File: src/rtl/btn_input_conditioner_pkg.sv
// btn_input_conditioner_pkg: shared constants and debounce state type for the button/switch conditioner.
// No ports; imported by btn_input_conditioner and btn_input_conditioner_debounce.
package btn_input_conditioner_pkg;
  localparam int CAPTURE_BTN = 0;
  localparam int CLEAR_BTN   = 1;
  localparam int IN_BITS     = 4;
  typedef enum logic {DB_STABLE, DB_COUNTING} db_state_e;
endpackage

File: src/rtl/btn_input_conditioner_debounce.sv
// btn_input_conditioner_debounce: 2-FF synchroniser plus counter debouncer for one button.
// Ports: clk, rst (async, active-high); i_btn raw button; o_level debounced level;
//        o_press registered one-cycle pulse on a debounced rise; o_rise the same rise one cycle early,
//        i.e. high during the cycle whose closing edge raises o_level.
module btn_input_conditioner_debounce
  import btn_input_conditioner_pkg::*;
#(
  parameter int DEBOUNCE_CYCLES = 500000
) (
  input  logic clk,
  input  logic rst,
  input  logic i_btn,
  output logic o_level,
  output logic o_press,
  output logic o_rise
);
  localparam int CW = $clog2(DEBOUNCE_CYCLES + 1);
  logic [1:0]    r_sync;
  logic          r_level;
  logic          r_press;
  logic [CW-1:0] r_cnt;
  db_state_e     r_state;
  db_state_e     w_state_nxt;
  logic [CW-1:0] w_cnt_nxt;
  logic [CW-1:0] w_cnt_inc;
  logic          w_level_nxt;
  logic          w_diff;
  logic          w_done;
  assign w_diff = r_sync[1] ^ r_level;
  // count of consecutive differing samples including this one; the level flips
  // on the edge where that count reaches DEBOUNCE_CYCLES
  assign w_cnt_inc = (r_state == DB_STABLE) ? CW'(1) : r_cnt + 1'b1;
  assign w_done    = w_diff && (w_cnt_inc == CW'(DEBOUNCE_CYCLES));
  assign o_rise    = w_done && !r_level;
  assign o_level   = r_level;
  assign o_press   = r_press;
  always_comb begin
    w_state_nxt = r_state;
    w_cnt_nxt   = r_cnt;
    w_level_nxt = r_level;
    case (r_state)
      DB_STABLE: begin
        if (w_done) begin
          w_level_nxt = ~r_level;
          w_cnt_nxt   = '0;
        end else if (w_diff) begin
          w_state_nxt = DB_COUNTING;
          w_cnt_nxt   = w_cnt_inc;
        end
      end
      DB_COUNTING: begin
        if (!w_diff) begin
          w_state_nxt = DB_STABLE;
          w_cnt_nxt   = '0;
        end else if (w_done) begin
          w_state_nxt = DB_STABLE;
          w_level_nxt = ~r_level;
          w_cnt_nxt   = '0;
        end else begin
          w_cnt_nxt = w_cnt_inc;
        end
      end
      default: begin
        w_state_nxt = DB_STABLE;
        w_cnt_nxt   = '0;
      end
    endcase
  end
  always_ff @(posedge clk or posedge rst) begin
    if (rst) begin
      r_sync  <= '0;
      r_state <= DB_STABLE;
      r_cnt   <= '0;
      r_level <= 1'b0;
      r_press <= 1'b0;
    end else begin
      r_sync  <= {r_sync[0], i_btn};
      r_state <= w_state_nxt;
      r_cnt   <= w_cnt_nxt;
      r_level <= w_level_nxt;
      r_press <= o_rise;
    end
  end
endmodule

File: src/rtl/btn_input_conditioner.sv
// btn_input_conditioner: synchronises/debounces board buttons and switches and latches sw[3:0] for the CPU.
// Ports: clk, rst (async, active-high); btn raw buttons; sw raw switches; data_ack consumer took data_out;
//        btn_level debounced levels; btn_press rise pulses; sw_sync synchronised switches;
//        data_out {zeros, sw[3:0]}; data_valid unconsumed data held; overrun sticky overwrite flag.
module btn_input_conditioner
  import btn_input_conditioner_pkg::*;
#(
  parameter int DEBOUNCE_CYCLES = 500000,
  parameter int NUM_BTN         = 3,
  parameter int SW_WIDTH        = 9,
  parameter int DATA_WIDTH      = 16
) (
  input  logic                  clk,
  input  logic                  rst,
  input  logic [NUM_BTN-1:0]    btn,
  input  logic [SW_WIDTH-1:0]   sw,
  input  logic                  data_ack,
  output logic [NUM_BTN-1:0]    btn_level,
  output logic [NUM_BTN-1:0]    btn_press,
  output logic [SW_WIDTH-1:0]   sw_sync,
  output logic [DATA_WIDTH-1:0] data_out,
  output logic                  data_valid,
  output logic                  overrun
);
  logic [SW_WIDTH-1:0]   r_sw_meta;
  logic [SW_WIDTH-1:0]   r_sw_sync;
  logic [DATA_WIDTH-1:0] r_data;
  logic                  r_valid;
  logic                  r_ovr;
  logic [NUM_BTN-1:0]    w_rise;
  logic [DATA_WIDTH-1:0] w_data_nxt;
  logic                  w_valid_nxt;
  logic                  w_ovr_nxt;
  logic                  w_cap;
  logic                  w_clr;
  for (genvar b = 0; b < NUM_BTN; b++) begin : g_db
    btn_input_conditioner_debounce #(
      .DEBOUNCE_CYCLES(DEBOUNCE_CYCLES)
    ) u_db (
      .clk    (clk),
      .rst    (rst),
      .i_btn  (btn[b]),
      .o_level(btn_level[b]),
      .o_press(btn_press[b]),
      .o_rise (w_rise[b])
    );
  end
  assign w_cap = w_rise[CAPTURE_BTN];
  assign w_clr = w_rise[CLEAR_BTN];
  // clear beats capture; a capture on an ack edge treats the old word as consumed,
  // so overrun only grows when unacked data is overwritten
  always_comb begin
    w_data_nxt  = w_clr ? '0 :
                  w_cap ? {{(DATA_WIDTH-IN_BITS){1'b0}}, r_sw_sync[IN_BITS-1:0]} : r_data;
    w_valid_nxt = !w_clr && (w_cap || (r_valid && !data_ack));
    w_ovr_nxt   = w_clr ? 1'b0 :
                  w_cap ? (r_ovr | (r_valid & ~data_ack)) :
                  (r_valid && data_ack) ? 1'b0 : r_ovr;
  end
  always_ff @(posedge clk or posedge rst) begin
    if (rst) begin
      r_sw_meta <= '0;
      r_sw_sync <= '0;
      r_data    <= '0;
      r_valid   <= 1'b0;
      r_ovr     <= 1'b0;
    end else begin
      r_sw_meta <= sw;
      r_sw_sync <= r_sw_meta;
      r_data    <= w_data_nxt;
      r_valid   <= w_valid_nxt;
      r_ovr     <= w_ovr_nxt;
    end
  end
  assign sw_sync    = r_sw_sync;
  assign data_out   = r_data;
  assign data_valid = r_valid;
  assign overrun    = r_ovr;
endmodule

File: config.mk
export PLATFORM = sky130hd
export DESIGN_NAME = btn_input_conditioner
export DESIGN_NICKNAME = d
export VERILOG_FILES = /design/src/rtl/btn_input_conditioner_pkg.sv /design/src/rtl/btn_input_conditioner_debounce.sv /design/src/rtl/btn_input_conditioner.sv
export SDC_FILE = /design/constraint.sdc
export NUM_CORES = 1
export LEC_CHECK = 0
export CORE_MARGIN = 3
export CORE_UTILIZATION = 54
export CTS_CLUSTER_SIZE = 8
export DETAILED_ROUTE_END_ITERATION = 8
export GPL_ROUTABILITY_DRIVEN = 0
export PLACE_DENSITY = 0.77
export SYNTH_ARGS = -nofsm -noshare
export SYNTH_HDL_FRONTEND = slang
export SYNTH_SLANG_ARGS = --single-unit
export TNS_END_PERCENT = 30
File: constraint.sdc
create_clock -name clk -period 4.15 [get_ports clk]
set_input_delay 0.83 -clock clk [delete_from_list [all_inputs] [get_ports clk]]
set_output_delay 0.83 -clock clk [all_outputs]
set_load 0.03 [all_outputs]
; ---- Word level (Yosys, flattened, before mapping)
; Cells that the tools add are included.
; Widths: inputs -> output; s select.
[op_classes]
add_sub_neg = 3
eq_ne = 9
mux = 47
n_bitwise = 12
n_reduce_logical = 17
[op_table]
columns = op, count
row1 = $mux 19, 15
row2 = $pmux 19 s2, 3
row3 = $add 19x1->19 const B, 3
row4 = $eq 19x19->1 const B, 3
row5 = $mux 16, 2
row6 = $mux 1, 21
row7 = $pmux 1 s2, 6
row8 = $logic_and 1x1->1, 9
row9 = $ne 3x1->1 const B, 3
row10 = $not 1->1, 7
row11 = $ne 2x2->1 const B, 3
row12 = $logic_not 1->1, 5
row13 = $reduce_bool 3->1, 1
row14 = $xor 1x1->1, 3
row15 = $reduce_bool 2->1, 1
row16 = $and 1x1->1, 1
row17 = $logic_or 1x1->1, 1
row18 = $or 1x1->1, 1
[word_totals]
register_bits = 108
inputBits = 15
out_inout_bits = 33
word_cells = 108

; ---- Logic depth before layout (Yosys ltp)
[depth]
depth_word = 7
depth_mapped = 10
mapped_depth_nobuf = 8

; ---- Cells and area by module
; A second synthesis with hierarchy kept.
[hier_totals]
cells_unflattened = 588
area_unflattened_um2 = 5776.8
[by_module_without_submodules]
columns = mod, n_inst, cells_per_inst, area_per_inst_um2, seq_area_each_um2
row1 = btn_input_conditioner_debounce, 3, 178, 1655.3, 600.6
row2 = btn_input_conditioner, 1, 54, 810.8, 600.6

; ---- Least setup slack after synthesis
; Ideal clock, no wire load.
[synth_path]
kind = register to register
start = register g_db[1].u_db.r_cnt[0]
end = register g_db[1].u_db.r_cnt[1]
t_arrival_ns = 2.858
required_time_ns = 4.028
path_slack_ns = 1.170
path_stages_with_launch = 9
path_buffers = 1
synth_period_minus_slack_ns = 2.980
cell_sequence = dfrtp_1 -> ha_1 -> nand4_1 -> nor4_2 -> mux2_2 -> a2111o_1 -> or4_4 -> buf_2 -> a32o_1
[synth_between]
elab_chain_cells = 7
[synth_rtl]
columns = item, line_no
row1 = from (decl), btn_input_conditioner_debounce.sv:21  ; logic [CW-1:0] r_cnt;
row2 = from (signal assigned), btn_input_conditioner_debounce.sv:79  ; r_cnt <= w_cnt_nxt;
row3 = $add 19x1->19 *, btn_input_conditioner_debounce.sv:32  ; assign w_cnt_inc = (r_state == DB_STABLE) ? CW'(1) : r_cnt + 1'b1;
row4 = $mux 19 *, btn_input_conditioner_debounce.sv:32
row5 = $eq 19x19->1, btn_input_conditioner_debounce.sv:33  ; assign w_done = w_diff && (w_cnt_inc == CW'(DEBOUNCE_CYCLES));
row6 = $logic_and 1x1->1, btn_input_conditioner_debounce.sv:33
row7 = $mux 19, btn_input_conditioner_debounce.sv:55  ; end else if (w_done) begin
row8 = $mux 19, btn_input_conditioner_debounce.sv:52  ; if (!w_diff) begin
row9 = $pmux 19 s2, btn_input_conditioner_debounce.sv:41  ; case (r_state)
; Every way passes the cells marked *; elsewhere a longest branch is shown, timed or not. The select of a mux whose other input is x is not followed.
; A chain may end at the register's enable or synchronous reset.

; ---- Worst setup path in the final report
[layout_path]
start = register g_db[1].u_db.r_cnt[0]
end = register r_data[2], in the netlist data_out[2]
[layout_between]
elab_chain_cells = 6
[layout_rtl]
columns = item, line_no
row1 = $add 19x1->19 *, btn_input_conditioner_debounce.sv:32
row2 = $mux 19 *, btn_input_conditioner_debounce.sv:32
row3 = $eq 19x19->1 *, btn_input_conditioner_debounce.sv:33
row4 = $logic_and 1x1->1 *, btn_input_conditioner_debounce.sv:33
row5 = $logic_and 1x1->1 *, btn_input_conditioner_debounce.sv:34  ; assign o_rise = w_done && !r_level;
row6 = $mux 16 or $reduce_bool 2->1 (tied branches), --
row7 = to (signal assigned), btn_input_conditioner.sv:70  ; r_data <= w_data_nxt;
row8 = to (decl), btn_input_conditioner.sv:27  ; logic [DATA_WIDTH-1:0] r_data;
; Every way passes the cells marked *; elsewhere a longest branch is shown, timed or not.

==> run metrics <==
crit-path leading delay family=simple AND/OR/NAND/NOR gates; sequential share of power=0.555; Critical Path Source Type=register; Core Util, Final=0.6124; HP Class=register to register; WP data arrival=3.77 ns; Post-Place Cells=745; Hold Slack=0.3473 ns; fillers=859; final worst slack=0.6382 ns; syn_area_per_cell=9.043 um2; final instance area=6068 um2; Rel. slew slack=0.2414; FF-to-FF End=data_out[2]; clock skew=0.01062 ns; Layout area overhead=8.404%; Post-Syn Instances=619; Cell variety after synth=73; Fmax=284.8 MHz; Primary FF master, synth=dfrtp_1; IO Port Bufs=35; Net Sw Frac=0.2749; most common cell type on the critical path=nor2_1; Worst R2R Setup Slack=0.64 ns; P_int=1.292 mW; Clock Tree Buf Depth=2; Cell Area, Placed=5867 um2; vias in the first global route=4,536; Final setup viols=0; hold buffers post-CTS=0; Residual DRC=0; Final Cycle Share=0.8462; Hold Path Cell Cnt=0; VDD IR max=0.0003329 V; top cells by count, synth=dfrtp_1 (96), nand2_1 (76), nand3_1 (57), nand4_1 (29), o21ai_0 (28); area leader, netlist=dfrtp_1; n_diodes=0; min-delay src=r_sw_meta[4]; ranking of synthesized cells by area=dfrtp_1 (43%), nand3_1 (5.1%), nand2_1 (5.1%); RSZ-0062 raised after global routing=no; slowest stage cell, crit path=nor4_2; drt pass-1 iters=5; Layout Nets=641; total stage count of the critical path=8; FP Rows=36; die height=107.8 um; DP Worst Slack=0.6904 ns; Yosys reg bits=96; multi-input logic area=2878 um2; CTS Buf Count=9; core footprint=9910 um2; Root Buffer=clkbuf_8; post-CTS sizing=0; crit-path max FO=13; Total Power=1.781 mW; # Post-CTS Setup Buffers=0; share of cells above drive strength 1=0.06369; cells on worst reg2reg path=8; r2r startpoint=g_db[1].u_db.r_cnt[0]; largest net degree at the start of global routing=64; Layout Cells excl Fill=761; max-slew violation count=0; max incr delay on CP=0.59 ns; clock share of power=0.364; Pleak=2.295 nW; Setup Crit Path Kind=register to register; Routed Antenna Nets=0; clk sinks=96; Comb pwr share=0.081; MaxCap Viol Count=0; CTS clk-pin slew, worst paths=0.10 ns; Worst-Margin Slew=1.134 ns; worst path bufs/invs=0; antenna violations before repair=0; final wirelength=12,810 um; Hold EP=sw_sync[4]; most common cell in the synthesized netlist=dfrtp_1; Cell Chain, Critical Path=ha_1 -> nand4_1 -> nor4_2 -> mux2_2 -> a2111o_1 -> or4_4 -> nor2_1 -> nor2_1; first-pass GRT wire length=21,620 um; number of I/O pins=48; Post-synth ARST share=1.000; outcome=completed; FF+latch area=2402 um2; WL/cell=16.84 um; Die X=107.8 um; Initial Utilization=0.5649; Post-synth EDFFs=0; CP endpoint kind=register; Total GRT Usage=0.2306; hpwl dp=8930 um; H-tree depth=3; Power Dens Cells=293.6 nW/um2; Die Area=11,620 um2; Worst EP required=4.40 ns; Setup TNS Final=0 ns; starting DRC count in detailed routing=302; Final Hold Viols=0; vias per cell=6.310; crit path time final=3.512 ns; mapped cell area=5598 um2; clock insertion delay at the later pin of the skew report=0.38 ns; vias=4,802; Seq/Total Area, Yosys=0.4291; post-synth top area share=0.4291; NetSw=0.4897 mW; Yosys warnings=0; TritonCTS clock tree=done; Overflow after GRT=0
-- cells in the final DEF (no fill, tap or decap), types with 9 or more instances in the layout --
| cell type | instances |
|---|---|
| nand3b_1 | 14 |
| conb_1 | 12 |
| o22ai_1 | 10 |
| dfrtp_1 | 96 |
| a21oi_1 | 11 |
| or3_1 | 16 |
| xnor2_1 | 16 |
| nand4_1 | 29 |
| inv_1 | 13 |
| xor2_1 | 9 |
| a31oi_1 | 12 |
| o21ai_0 | 28 |
| clkbuf_8 | 9 |
| clkdlybuf4s50_1 | 35 |
| nor2_1 | 26 |
| nand2_1 | 76 |
| and3_1 | 9 |
| and2_1 | 9 |
| nor4_1 | 10 |
| nand3_1 | 57 |
-- state kept, by name, summed over array words and instances (netlist names) --
signal,cells
g_db.u_db.r_sync,6
data_out,4
data_valid,1
sw_sync,9
g_db.u_db.r_state,3
g_db.u_db.r_cnt,57
r_sw_meta,9
g_db.u_db.o_level,3
overrun,1
g_db.u_db.o_press,3
-- logic make-up after synthesis --
family / share of synthesized area
AOI/OAI and AO/OA: 0.1328
xor gates and xnor gates: 0.03911
adders and majority gates: 0.006706
buffers and inverters: 0.06415
DFF: 0.4291
muxes: 0.02906
other: 0.0006699
and+or+nand+nor: 0.2984
-- power groups by stage --
stage	Clock [mW]	Combinational (mW)	Sequential, mW
floorplan	0	0.107	1.00
global placement	0	0.141	1.00
detailed placement	0	0.146	1.01
CTS	0.661	0.146	0.988
global route	0.698	0.161	0.993
finish	0.648	0.145	0.989
-- per-layer routing --
metal	GRT usage	wire length (um)	part of all wire
met4	0.06763	175	0.014
met2	0.3681	6120	0.48
met1	0.3094	5681	0.44
met5	0	0	0
met3	0.06059	835	0.065
-- final cells by class --
| class | instances | area share |
|---|---|---|
| inverter | 14 | 0.009072 |
| clock inverter | 7 | 0.01278 |
| sequential | 96 | 0.3959 |
| clock buffer | 9 | 0.02041 |
| timing repair buffer | 37 | 0.06021 |
| multi-input combinational | 465 | 0.4742 |
| tap | 133 | 0.02742 |
-- worst max-delay path by stage --
stage / start / to / slack, ns
2_1_floorplan: rst / data_out[0] / 0.81
3_3_place_gp: g_db[1].u_db.r_cnt[0] / overrun / 0.84
3_5_place_dp: g_db[1].u_db.r_cnt[0] / data_out[0] / 0.69
4_1_cts: g_db[1].u_db.r_cnt[0] / overrun / 0.68
5_1_grt: g_db[1].u_db.r_cnt[0] / data_valid / 0.43
6_report: g_db[1].u_db.r_cnt[0] / data_out[2] / 0.64
Note: power is estimated with default switching activity, not from simulation.
